--- src/rtl/pcs_pkg.sv ---
// Shared 10G PCS definitions: sync header codes, scrambler taps, descrambler state.
// Pure declarations; no timing or flow control of its own.
package pcs_pkg;

    localparam logic [1:0] SYNC_DATA = 2'b01;
    localparam logic [1:0] SYNC_CTRL = 2'b10;

    localparam int SCR_TAP_A = 39;
    localparam int SCR_TAP_B = 58;

    typedef enum logic {
        UNLOCKED,
        RUN
    } dscr_state_t;

    // Only 01 and 10 are legal 64b/66b sync headers.
    function automatic logic hdr_bad(input logic [1:0] hdr);
        return (hdr != SYNC_DATA) && (hdr != SYNC_CTRL);
    endfunction

endpackage

--- src/rtl/descrambler_if.sv ---
// Block stream into and out of the descrambler; master drives in_*, slave drives out_*.
// No ready: the receive path cannot be stalled, qualification is by *_valid only.
interface descrambler_if #(
    parameter int W = 64
);
    logic [W-1:0] in_data;
    logic [1:0]   in_header;
    logic         in_data_valid;
    logic [W-1:0] out_data;
    logic [1:0]   out_header;
    logic         out_data_valid;
    logic         out_hdr_err;

    modport master (
        output in_data, in_header, in_data_valid,
        input  out_data, out_header, out_data_valid, out_hdr_err
    );

    modport slave (
        input  in_data, in_header, in_data_valid,
        output out_data, out_header, out_data_valid, out_hdr_err
    );
endinterface

--- src/rtl/ber_monitor.sv ---
// Windowed sync-header error monitor raising hi_ber; hi_ber updates one cycle after the block.
// No backpressure: every blk_valid block is counted the cycle it arrives.
module ber_monitor #(
    parameter int BER_WINDOW = 19531,
    parameter int BER_THRESH = 16
) (
    input  logic clk,
    input  logic rst,
    input  logic blk_valid,
    input  logic hdr_err,
    input  logic win_clr,
    output logic hi_ber
);
    localparam int CW = $clog2(BER_WINDOW + 1);
    localparam int EW = $clog2(BER_THRESH + 1);
    localparam logic [CW-1:0] WIN_LAST = CW'(BER_WINDOW - 1);
    localparam logic [EW-1:0] THRESH   = EW'(BER_THRESH);

    logic [CW-1:0] win_cnt;
    logic [EW-1:0] win_err;
    logic [EW-1:0] win_err_nxt;

    always_comb begin
        win_err_nxt = win_err;
        if (hdr_err && (win_err != THRESH)) begin
            win_err_nxt = win_err + 1'b1;
        end
    end

    // hi_ber is sticky across windows until a window ends below threshold.
    always_ff @(posedge clk or negedge rst) begin
        if (!rst) begin
            win_cnt <= '0;
            win_err <= '0;
            hi_ber  <= 1'b0;
        end else if (win_clr) begin
            win_cnt <= '0;
            win_err <= '0;
        end else if (blk_valid) begin
            if (win_err_nxt == THRESH) begin
                hi_ber <= 1'b1;
            end
            if (win_cnt == WIN_LAST) begin
                win_cnt <= '0;
                win_err <= '0;
                if (win_err_nxt != THRESH) begin
                    hi_ber <= 1'b0;
                end
            end else begin
                win_cnt <= win_cnt + 1'b1;
                win_err <= win_err_nxt;
            end
        end
    end

endmodule

--- src/rtl/descrambler.sv ---
// 64b/66b self-synchronizing descrambler (x^58+x^39+1) with sync-header monitoring.
// Latency 1 cycle; no backpressure, output valid follows accepted input valid.
module descrambler
    import pcs_pkg::*;
#(
    parameter int PCS_DATA_WIDTH = 64,
    parameter int BER_WINDOW     = 19531,
    parameter int BER_THRESH     = 16,
    parameter int ERR_CNT_WIDTH  = 16
) (
    input  logic                     clk,
    input  logic                     rst,
    descrambler_if.slave             dif,
    input  logic                     block_lock,
    input  logic                     err_count_clr,
    output logic                     hi_ber,
    output logic [ERR_CNT_WIDTH-1:0] err_count
);
    localparam int W = PCS_DATA_WIDTH;

    dscr_state_t state;

    // Only the top SCR_TAP_B bits of the previous block ever reach a tap.
    logic [SCR_TAP_B-1:0]   hist;
    logic [W+SCR_TAP_B-1:0] ext;
    logic [W-1:0]           dscr;
    logic                   accept;
    logic                   run_blk;
    logic                   hdr_err;
    logic                   run_err;

    assign ext     = {dif.in_data, hist};
    assign accept  = dif.in_data_valid & block_lock;
    assign run_blk = accept & (state == RUN);
    assign hdr_err = hdr_bad(dif.in_header);
    assign run_err = run_blk & hdr_err;

    for (genvar i = 0; i < W; i++) begin : g_dscr
        assign dscr[i] = ext[SCR_TAP_B + i]
                       ^ ext[SCR_TAP_B + i - SCR_TAP_A]
                       ^ ext[i];
    end

    always_ff @(posedge clk or negedge rst) begin
        if (!rst) begin
            state              <= UNLOCKED;
            hist               <= '1;
            dif.out_data       <= '0;
            dif.out_header     <= '0;
            dif.out_data_valid <= 1'b0;
            dif.out_hdr_err    <= 1'b0;
            err_count          <= '0;
        end else begin
            dif.out_data_valid <= run_blk;
            dif.out_hdr_err    <= run_err;
            if (accept) begin
                hist           <= dif.in_data[W-1:W-SCR_TAP_B];
                dif.out_data   <= dscr;
                dif.out_header <= dif.in_header;
            end

            // The first accepted block after lock only seeds the history.
            if (!block_lock) begin
                state <= UNLOCKED;
            end else if (dif.in_data_valid) begin
                state <= RUN;
            end

            if (err_count_clr) begin
                err_count <= {{(ERR_CNT_WIDTH-1){1'b0}}, run_err};
            end else if (run_err && (err_count != '1)) begin
                err_count <= err_count + 1'b1;
            end
        end
    end

    ber_monitor #(
        .BER_WINDOW (BER_WINDOW),
        .BER_THRESH (BER_THRESH)
    ) u_ber (
        .clk       (clk),
        .rst       (rst),
        .blk_valid (run_blk),
        .hdr_err   (hdr_err),
        .win_clr   (!block_lock),
        .hi_ber    (hi_ber)
    );

endmodule

--- src/flat_wrapper.sv ---
// flat-port wrapper written by rule: the top's interface ports become plain ports
module descrambler_flat import pcs_pkg::*;
#(
    parameter int PCS_DATA_WIDTH = 64,
    parameter int BER_WINDOW     = 19531,
    parameter int BER_THRESH     = 16,
    parameter int ERR_CNT_WIDTH  = 16
)
  (clk, rst, block_lock, err_count_clr, hi_ber, err_count, dif_in_data, dif_in_header, dif_in_data_valid, dif_out_data, dif_out_header, dif_out_data_valid, dif_out_hdr_err);
  descrambler_if #(.W(64)) dif_i ();
  input  logic clk;
  input  logic rst;
  input  logic block_lock;
  input  logic err_count_clr;
  output logic hi_ber;
  output logic [ERR_CNT_WIDTH-1:0] err_count;
  input wire logic [$bits(dif_i.in_data)-1:0] dif_in_data;
  input wire logic [$bits(dif_i.in_header)-1:0] dif_in_header;
  input wire logic [$bits(dif_i.in_data_valid)-1:0] dif_in_data_valid;
  output wire logic [$bits(dif_i.out_data)-1:0] dif_out_data;
  output wire logic [$bits(dif_i.out_header)-1:0] dif_out_header;
  output wire logic [$bits(dif_i.out_data_valid)-1:0] dif_out_data_valid;
  output wire logic [$bits(dif_i.out_hdr_err)-1:0] dif_out_hdr_err;
  assign dif_i.in_data = dif_in_data;
  assign dif_i.in_header = dif_in_header;
  assign dif_i.in_data_valid = dif_in_data_valid;
  assign dif_out_data = dif_i.out_data;
  assign dif_out_header = dif_i.out_header;
  assign dif_out_data_valid = dif_i.out_data_valid;
  assign dif_out_hdr_err = dif_i.out_hdr_err;
  descrambler #(.PCS_DATA_WIDTH(PCS_DATA_WIDTH), .BER_WINDOW(BER_WINDOW), .BER_THRESH(BER_THRESH), .ERR_CNT_WIDTH(ERR_CNT_WIDTH)) u_core (.clk(clk), .rst(rst), .dif(dif_i), .block_lock(block_lock), .err_count_clr(err_count_clr), .hi_ber(hi_ber), .err_count(err_count));
endmodule
--- config.mk ---
export PLATFORM = sky130hd
export DESIGN_NAME = descrambler_flat
export DESIGN_NICKNAME = d
export VERILOG_FILES = /design/src/rtl/pcs_pkg.sv /design/src/rtl/descrambler_if.sv /design/src/rtl/ber_monitor.sv /design/src/rtl/descrambler.sv /design/src/flat_wrapper.sv
export SDC_FILE = /design/constraint.sdc
export NUM_CORES = 1
export LEC_CHECK = 0
export ABC_CLOCK_PERIOD_IN_PS = 1790
export CORE_MARGIN = 1
export CORE_UTILIZATION = 50
export CTS_BUF_LIST = sky130_fd_sc_hd__clkbuf_8 sky130_fd_sc_hd__clkbuf_16
export CTS_CLUSTER_DIAMETER = 30
export CTS_CLUSTER_SIZE = 24
export DETAILED_ROUTE_END_ITERATION = 8
export DONT_BUFFER_PORTS = 1
export GPL_ROUTABILITY_DRIVEN = 1
export PLACE_DENSITY = 0.66
export REMOVE_ABC_BUFFERS = 1
export SLEW_MARGIN = 0
export SYNTH_ARGS = -nofsm -noshare
export SYNTH_HDL_FRONTEND = slang
export SYNTH_SLANG_ARGS = --single-unit
--- constraint.sdc ---
create_clock -name clk -period 1.79 [get_ports clk]
set_input_delay 0.179 -clock clk [delete_from_list [all_inputs] [get_ports clk]]
set_output_delay 0.179 -clock clk [all_outputs]
set_load 0.005 [all_outputs]
* After elaboration in Yosys (flattened, before gate mapping) *
Cells that the tools add are included.

cells by class
  mux-type cells = 14
  equality and inequality tests = 9
  reductions and logical operators = 5
  bitwise logic cells = 131
  add/subtract/negate cells = 3
  $mul = 0
  $lt $le $gt $ge = 0
  divide/modulo/power cells = 0
  shift-type cells = 0

operators with widths
  cell                     count
  $xor A1 B1 Y1            128
  $mux W15                 3
  $mux W16                 2
  $mux W5                  4
  $add A16 B1 Y16 const B  1
  $ne A16 B16 Y1 const B   1
  $add A15 B1 Y15 const B  1
  $eq A15 B15 Y1 const B   1
  $ne A5 B5 Y1 const B     2
  $ne A2 B1 Y1 const B     3
  $add A5 B1 Y5 const B    1
  $eq A5 B5 Y1 const B     1
  $mux W1                  5
  $and A1 B1 Y1            3
  $logic_and A1 B1 Y1      3
  $ne A2 B2 Y1 const B     1
  $reduce_and A2 Y1        1
  $reduce_bool A2 Y1       1

word-level totals
  RAM bits = 0
  ROM bits = 0
  memories kept = 0
  word-level logic and storage cells = 172
  latch bits = 0
  register bits after elaboration = 164

* Depth between registers and ports, before layout *
Gate-level depths: netlist (run 1).

  depth after elaboration = 8
  gate-level depth with buffers = 7
  depth with buffers taken out = 6

* Cells and area by module *
From an unflattened synthesis (run 1), not the netlist that was laid out.

second synthesis, totals
  cell total of the unflattened synthesis = 731
  area total of the unflattened synthesis = 8,086.5 um^2

by module, submodules not included
  module       instances  cells an instance  seq. area each (um^2)  area an instance (um^2)
  descrambler  1          576                3,651.0                6,717.7
  ber_monitor  1          155                525.5                  1,368.8

* Worst setup path after synthesis (run 1) *
OpenSTA, ideal clock, no wires.

  path kind = reg2reg
  start point = register u_core.u_ber.win_cnt[0]
  end point = register u_core.u_ber.win_cnt[9]
  data required time = 1,708 ps
  library setup time = 82 ps
  stages on the path, launching flop included = 8
  slack = 145 ps
  arrival time = 1,563 ps
  period minus slack after synthesis = 1,645 ps
  buffers on the path = 1
  cells stage by stage = dfrtp_1 inv_1 ha_1 nor4bb_1 and4_1 buf_2 or3_1 a31oi_1

on the way
  longest elaborated chain between the ends = 4
  elaborated cells on any way between the ends = 5
  classes of those cells = 1 x add/sub; 1 x eq/ne; 3 x mux

RTL lines
  item                                                      RTL line                              source
  from (decl)                                               ber_monitor.sv:19                     logic [CW-1:0] win_cnt;
  from (signal assigned)                                    ber_monitor.sv:50                     win_cnt <= win_cnt + 1'b1;
  $add A15 B1 Y15 / $eq A15 B15 Y1 (equally long branches)  ber_monitor.sv:50, ber_monitor.sv:43
  $mux W15 *                                                ber_monitor.sv:43                     if (win_cnt == WIN_LAST) begin
  $mux W15 *                                                ber_monitor.sv:39                     end else if (blk_valid) begin
  $mux W15 *                                                ber_monitor.sv:36                     end else if (win_clr) begin

Mark *: on every way between the ends. The rest lies on a longest branch, timed or not. The select of a mux whose other input is x is not followed.
A chain may end at the register's enable or synchronous reset.

* Worst setup path after layout (run 1) *
  start point = register u_core.u_ber.win_cnt[1]
  end point = register u_core.u_ber.win_err[4]

on the way
  longest elaborated chain between the ends = 4

RTL lines
  item                  RTL line           source
  $eq A15 B15 Y1        ber_monitor.sv:43
  $mux W5               ber_monitor.sv:43
  $mux W5               ber_monitor.sv:39
  $mux W5               ber_monitor.sv:36
  to (signal assigned)  ber_monitor.sv:51  win_err <= win_err_nxt;
  to (decl)             ber_monitor.sv:20  logic [EW-1:0] win_err;

No other way between the ends. The select of a mux whose other input is x is not followed.

==> flow_metrics.tcl, run 1 <==
set metrics [dict create \
    reported_net_switching_power_w 0.00274 \
    yosysWarnings 0 \
    core_area_mm2 0.0154 \
    synth_enable_flop_cells 0 \
    cts.sink_count 164 \
    timing.critical_path.required_ns 2.14 \
    cts_root_buf "clkbuf_16" \
    synth-main-ff-cell "dfrtp_1" \
    synth_top_cells_by_area "dfrtp_1 33%, dfstp_2 19%, mux2_2 8.5%" \
    first_global_vias 5812 \
    period_share_pct 96.7 \
    area.growth.synth_to_final_pct 21.9 \
    grt_max_degree 165 \
    port_buffers 0 \
    layout-drive-gt1-share_pct 24.4 \
    critPathCapture "u_core.u_ber.win_err[4]$_DFFE_PN0P_" \
    drt-pass1-iter-count 5 \
    vias 5713 \
    timing.critical_path.slowest_stage_cell "or4_4" \
    critPathKind "reg2reg" \
    path_max_fanout 12 \
    fill_cells 1204 \
    grt_first_pass_wirelength_mm 28.9 \
    cp_slowest_stage_delay_ns 0.48 \
    postSynthCellCount 708 \
    switching_share_pct 27.0 \
    starting_density_pct 51.7 \
    finalClockSkew_ns 0.00708 \
    fmax_mhz 578 \
    yosysSeqAreaShare_pct 52.6 \
    antenna_found_initial 0 \
    hold-worst-slack_ns -0.550 \
    status "finished, violations left" \
    postSynthAreaPerCell_um2 11.2 \
    cts_hold_repair.buffers 69 \
    wl_per_cell_um 17.5 \
    setup_viol_count_final 0 \
    startpoint_type "flop" \
    flip_flop_and_latch_area_mm2 0.00418 \
    die_x_um 128 \
    setup.worst_path.start "u_core.u_ber.win_cnt[1]$_DFFE_PN0P_" \
    timing.critical_path.arrival_ns 2.08 \
    htree_num_levels 4 \
    r2r.worst_path.cells 6 \
    number_of_endpoints_with_negative_hold_slack_in_the_final_report 164 \
    final_period_minus_worst_setup_slack_ns 1.73 \
    slew_headroom_pct 59.3 \
    grt_setup_unrepaired "yes" \
    tritoncts.num_buffers 17 \
    tightest_slew_ns 0.608 \
    ys_seq_elements 164 \
    routed_wire_length_mm 17.9 \
    multi_input_comb_area_mm2 0.00366 \
    cts-root-to-sink-buffers 2 \
    critical_path_buf_inv_count 1 \
    critical_path.top_delay_family "simple AND/OR/NAND/NOR gates" \
    synthesis.area_mm2 0.00794 \
    total_power_divided_by_cell_area_mw_per_mm2 1050 \
    area_of_the_die_mm2 0.0164 \
    seqPwrFrac_pct 49.2 \
    timing.rr.end "u_core.u_ber.win_err[4]$_DFFE_PN0P_" \
    die-height_um 128 \
    critical_path_cell_count 6 \
    route.detailed.drc 0 \
    detail_route.iter0.violations 334 \
    pwr-share-clk_pct 35.9 \
    fp-row-count 45 \
    grt_overflow 0 \
    io_pins 156 \
    power_frac_comb_pct 14.9 \
    dp.final_hpwl_mm 11.8 \
    antenna_cells_inserted 0 \
    p_int_w 0.00742 \
    violations "negative hold slack" \
    clk_latency_ns 0.42 \
    gr-usage-all-layers_pct 22.5 \
    final_util_pct 63.0 \
    finish.net_count 871 \
    r2r_setup_slk_ns 0.06 \
    min_path_type "in2async" \
    final_max_slew_viol_count 0 \
    synthDominantCellAreaShare_pct 33.4 \
    antenna_violating_nets_post_route 0 \
    synth_largest_area_cell "dfrtp_1" \
    average_via_count_per_standard_cell 5.61 \
    maxCapViolCount 0 \
    yosys.cell_types.count 51 \
    p_leak_nw 3.95 \
    tritoncts "built" \
    gp_routability_congestion 0.943 \
    ys_async_sr_fraction_pct 100 \
    clk_transition_reported_paths_ns 0.07 \
    crit_path_end_kind "flop" \
    start_of_the_worst_register_to_register_path "u_core.u_ber.win_cnt[1]$_DFFE_PN0P_" \
    irDropWorstVdd_mv 0.679 \
    path_cells "ha_1, nor4bb_4, and4_1, buf_6, or4_4, o21ai_2" \
]
cell type report:
cell class	count	area share, %
flip-flops and latches	164	43.1
multi-input cells	502	37.8
repair buffers	98	9.80
clock buffers	18	4.53
well taps	211	2.73
clock inverters	14	1.56
inverters	12	0.465
registers in the layout, summed over array words and instances (netlist names):
signal and cells:
u_core.dif.out_data 64, u_core.u_ber.win_cnt 15, u_core.err_count 16, u_core.dif.out_hdr_err 1, u_core.hist 58, u_core.u_ber.win_err 5
u_core.dif.out_data_valid 1, u_core.u_ber.hi_ber 1, u_core.dif.out_header 2, u_core.state 1
repair_timing:
| item | 4_1_cts | 5_1_grt |
|---|---|---|
| buffers inserted | 0 | 1 |
| endpoints found under the setup margin | 0 | 22 |
| endpoints found under the hold margin | 288 | 164 |
| gates resized for setup | 0 | 12 |
worst min-delay path by stage:
stage	end	start	depth (start not counted)
floorplan	u_core.dif.out_data[0]$_DFFE_PN0P_	rst	0
global placement	u_core.dif.out_data[7]$_DFFE_PN0P_	rst	0
detailed placement	u_core.dif.out_data[52]$_DFFE_PN0P_	rst	0
CTS	u_core.u_ber.win_err[1]$_DFFE_PN0P_	rst	0
global route	u_core.dif.out_data[7]$_DFFE_PN0P_	rst	0
finish	u_core.dif.out_data[33]$_DFFE_PN0P_	rst	0
layer usage:
layer  GRT usage [%]  routed length (um)
met5               0                   0
met4            9.00                 381
met1            27.4                7530
met2            37.7                8840
met3            6.30                1120
synthesized netlist by cell type, drive strengths merged (2+ instances only):
master,count
dfrtp,106
nand2,82
o21ai,74
xnor2,67
xor2,65
mux2,60
dfstp,58
clkbuf,21
nand3,17
nand4,16
a21oi,15
a31oi,15
or4,13
inv,12
o31ai,11
buf,9
nor2,6
or3,6
and3,5
and4,5
ha,5
nor4,5
nor3,4
o311ai,4
mux2i,3
nor2b,3
and2,2
nor4b,2
nor4bb,2
o211ai,2
o31a,2
o41ai,2
cell families after synthesis:
kind of cell / share of synthesized area (%)
adder cells (fa/ha/maj): 0.788
buffers and inverters: 2.11
AND/OR/NAND/NOR: 11.1
flip-flops: 52.6
AO/OA/AOI/OAI: 9.78
XOR/XNOR: 14.8
multiplexers: 8.88
cell usage in the layout (no fill, tap or decap), drive strengths merged, types with 11 or more instances in the layout:
master         n
nand3         17
xor2          65
dfrtp        106
xnor2         67
o31ai         11
or4           13
a21oi         15
nand2         82
buf           29
dlygate4sd3   69
nand4         16
o21ai         74
inv           17
dfstp         58
mux2          60
a31oi         15
clkbuf        18
per-stage QoR:
step / worst slack, ns / TNS (ns) / instance area (um2) / std cells / total power (W)
3_5_place_dp: 0.0301 / 0 / 8340 / 917 / 0.00641
4_1_cts: 0.0258 / 0 / 9620 / 1018 / 0.0102
5_1_grt: -0.0132 / -0.0265 / 9690 / 1019 / 0.0107
3_3_place_gp: 0.120 / 0 / 8340 / 917 / 0.00633
6_report: 0.0598 / 0 / 9690 / 1019 / 0.0102
2_1_floorplan: -1.97 / -245.60 / 7820 / 678 / 0.00606
power by group through the flow:
stage	combinational, W	sequential (W)	clock (W)
floorplan	0.00116	0.00489	0
global placement	0.00130	0.00503	0
detailed placement	0.00135	0.00506	0
CTS	0.00151	0.00500	0.00373
global route	0.00172	0.00508	0.00388
finish	0.00152	0.00500	0.00365
No activity file was read; power rests on OpenSTA's default activity.
==> inputs of run 2 (changes only) <==
BUFFER_PORTS_ARGS = -buffer_cell sky130_fd_sc_hd__buf_4   (was unset)
DONT_BUFFER_PORTS = unset   (was 1)
PLACE_DENSITY = 0.74   (was 0.66)
SETUP_SLACK_MARGIN = 0.15   (was unset)
==> run 2 against run 1 <==
Effect of this change: the run now ends clean; first-iteration DRC count grew 54%; die area unchanged; sequential share of layout area down 3.2 points; wire length up 3.6%; critical path type unchanged; final area is 8.2% higher; via count up 7.6%; non-clock buffer count grew 106; maximum frequency is essentially flat.
==> flow_metrics.tcl, run 2 (same netlist as run 1, synthesis figures left out) <==
set metrics [dict create \
    fill_cells 1176 \
    path_cells "buf_6, and3_4, nand4_1, buf_4, or4_1, a21oi_1" \
    clk_transition_reported_paths_ns 0.06 \
    grt_setup_unrepaired "yes" \
    max_flop_register "u_core.dif.out_data" \
    starting_density_pct 51.7 \
    fmax_mhz 577 \
    min_path_type "in2reg" \
    tritoncts.num_buffers 17 \
    number_of_endpoints_with_negative_hold_slack_in_the_final_report 0 \
    startpoint_type "flop" \
    routed_wire_length_mm 18.5 \
    p_leak_nw 4.55 \
    largest_register_ff_count 64 \
    clk_latency_ns 0.42 \
    antenna_found_initial 0 \
    gr-usage-all-layers_pct 22.8 \
    grt_overflow 0 \
    drt-pass1-iter-count 5 \
    status "finished, final reports clean" \
    period_share_pct 96.7 \
    tritoncts "built" \
    gp_routability_congestion 0.872 \
    finalClockSkew_ns 0.00669 \
    flip_flop_and_latch_area_mm2 0.00419 \
    route.detailed.drc 0 \
    slew_headroom_pct 68.9 \
    timing.critical_path.slowest_stage_cell "or4_1" \
    wl_per_cell_um 16.5 \
    critical_path_buf_inv_count 2 \
    dp_worst_setup_slack_ns 0.0286 \
    die_x_um 128 \
    hold-worst-slack_ns 0.0168 \
    critical_path.top_delay_family "simple AND/OR/NAND/NOR gates" \
    grt_max_degree 50 \
    core_area_mm2 0.0154 \
    path_max_fanout 3 \
    die-height_um 128 \
    first_global_vias 5947 \
    maxCapViolCount 0 \
    cts_root_buf "clkbuf_16" \
    crit_path_end_kind "flop" \
    final_max_slew_viol_count 0 \
    final_period_minus_worst_setup_slack_ns 1.73 \
    dp.final_hpwl_mm 12.7 \
    io_pins 156 \
    largest_registers "u_core.dif.out_data (64), u_core.hist (58), u_core.err_count (16)" \
    grt_first_pass_wirelength_mm 29.3 \
    timing.critical_path.arrival_ns 2.08 \
    fp-row-count 45 \
    vias 6146 \
    critPathKind "reg2reg" \
    cp_slowest_stage_delay_ns 0.41 \
    total_power_divided_by_cell_area_mw_per_mm2 1040 \
    cts.sink_count 164 \
    area_of_the_die_mm2 0.0164 \
    multi_input_comb_area_mm2 0.00375 \
    average_via_count_per_standard_cell 5.46 \
    timing.critical_path.required_ns 2.14 \
    tightest_slew_ns 0.466 \
    irDropWorstVdd_mv 0.659 \
    detail_route.iter0.violations 514 \
    finish.net_count 977 \
    layout.cells.most_common_list "184 x buf_4, 97 x dfrtp_1, 78 x nand2_1" \
    setup_viol_count_final 0 \
    timing.setup.tns_ns 0 \
    antenna_violating_nets_post_route 0 \
    layout-drive-gt1-share_pct 42.1 \
    cts-root-to-sink-buffers 2 \
    port_buffers 155 \
    htree_num_levels 4 \
    fin_ws_ns 0.0582 \
    mostFrequentLayoutCell "buf_4" \
    antenna_cells_inserted 0 \
    area.growth.synth_to_final_pct 31.9 \
]
-- run 2: changes by cell type in the layout (fill, tap and decap cells not counted), sizes merged, moves of 2 or more --
cell | before | now
inv | 17 | 14
clkinv | 3 | 8
clkinvlp | 4 | 2
buf | 29 | 195
dlygate4sd3 | 69 | 8
-- run 2: metrics by stage --
stage,utilization [%],instance area [um2],cells,power [W]
6_report,68.2,10500,1125,0.0109
5_1_grt,68.2,10500,1125,0.0114
2_1_floorplan,-,7820,678,0.00606
3_5_place_dp,61.9,9510,1069,0.00723
3_3_place_gp,61.9,9510,1069,0.00713
4_1_cts,66.6,10200,1114,0.0110
-- run 2: final cells by class --
| class | count | share of cell area (%) |
|---|---|---|
| inverters | 12 | 0.430 |
| repair buffers | 204 | 15.7 |
| multi-input cells | 502 | 35.8 |
| flip-flops and latches | 164 | 40.0 |
| well taps | 211 | 2.52 |
| clock inverters | 15 | 1.58 |
| clock buffers | 17 | 4.06 |
-- run 2: metal layers --
layer / wire [um] / up-vias / GRT usage, %
li1: - / 2898 / -
met1: 8100 / 3001 / 29.9
met2: 9260 / 218 / 37.9
met3: 916 / 29 / 4.38
met4: 239 / 0 / 7.61
met5: 0 / - / 0
-- run 2: final timing paths --
check / start / endpoint / slack, ns / cells past startpoint
min reg2reg: u_core.dif.out_data[54]$_DFFE_PN0P_ / u_core.dif.out_data[54]$_DFFE_PN0P_ / 0.48 / 2
min in group asynchronous: rst / u_core.dif.out_data[30]$_DFFE_PN0P_ / 0.28 / 2
max in group asynchronous: rst / u_core.hist[55]$_DFFE_PN1P_ / 0.78 / 3
min: dif_in_data[44] / u_core.hist[38]$_DFFE_PN1P_ / 0.02 / 2
max reg2reg: u_core.err_count[0]$_DFFE_PN0P_ / u_core.err_count[13]$_DFFE_PN0P_ / 0.06 / 6
max: u_core.err_count[0]$_DFFE_PN0P_ / u_core.err_count[13]$_DFFE_PN0P_ / 0.06 / 6
-- run 2: timing repair --
item,4_1_cts,5_1_grt
gates cloned,0,2
resized for setup,7,37
pin swaps,2,9
hold buffers,8,0
endpoints found under the setup margin,31,34
endpoints found under the hold margin,35,0
setup buffers,5,9
-- run 2: power by group --
group | total [W] | internal (W) | switching (W)
combinational | 0.00232 | 0.00134 | 0.000980
sequential | 0.00489 | 0.00445 | 0.000441
clock | 0.00366 | 0.00218 | 0.00148
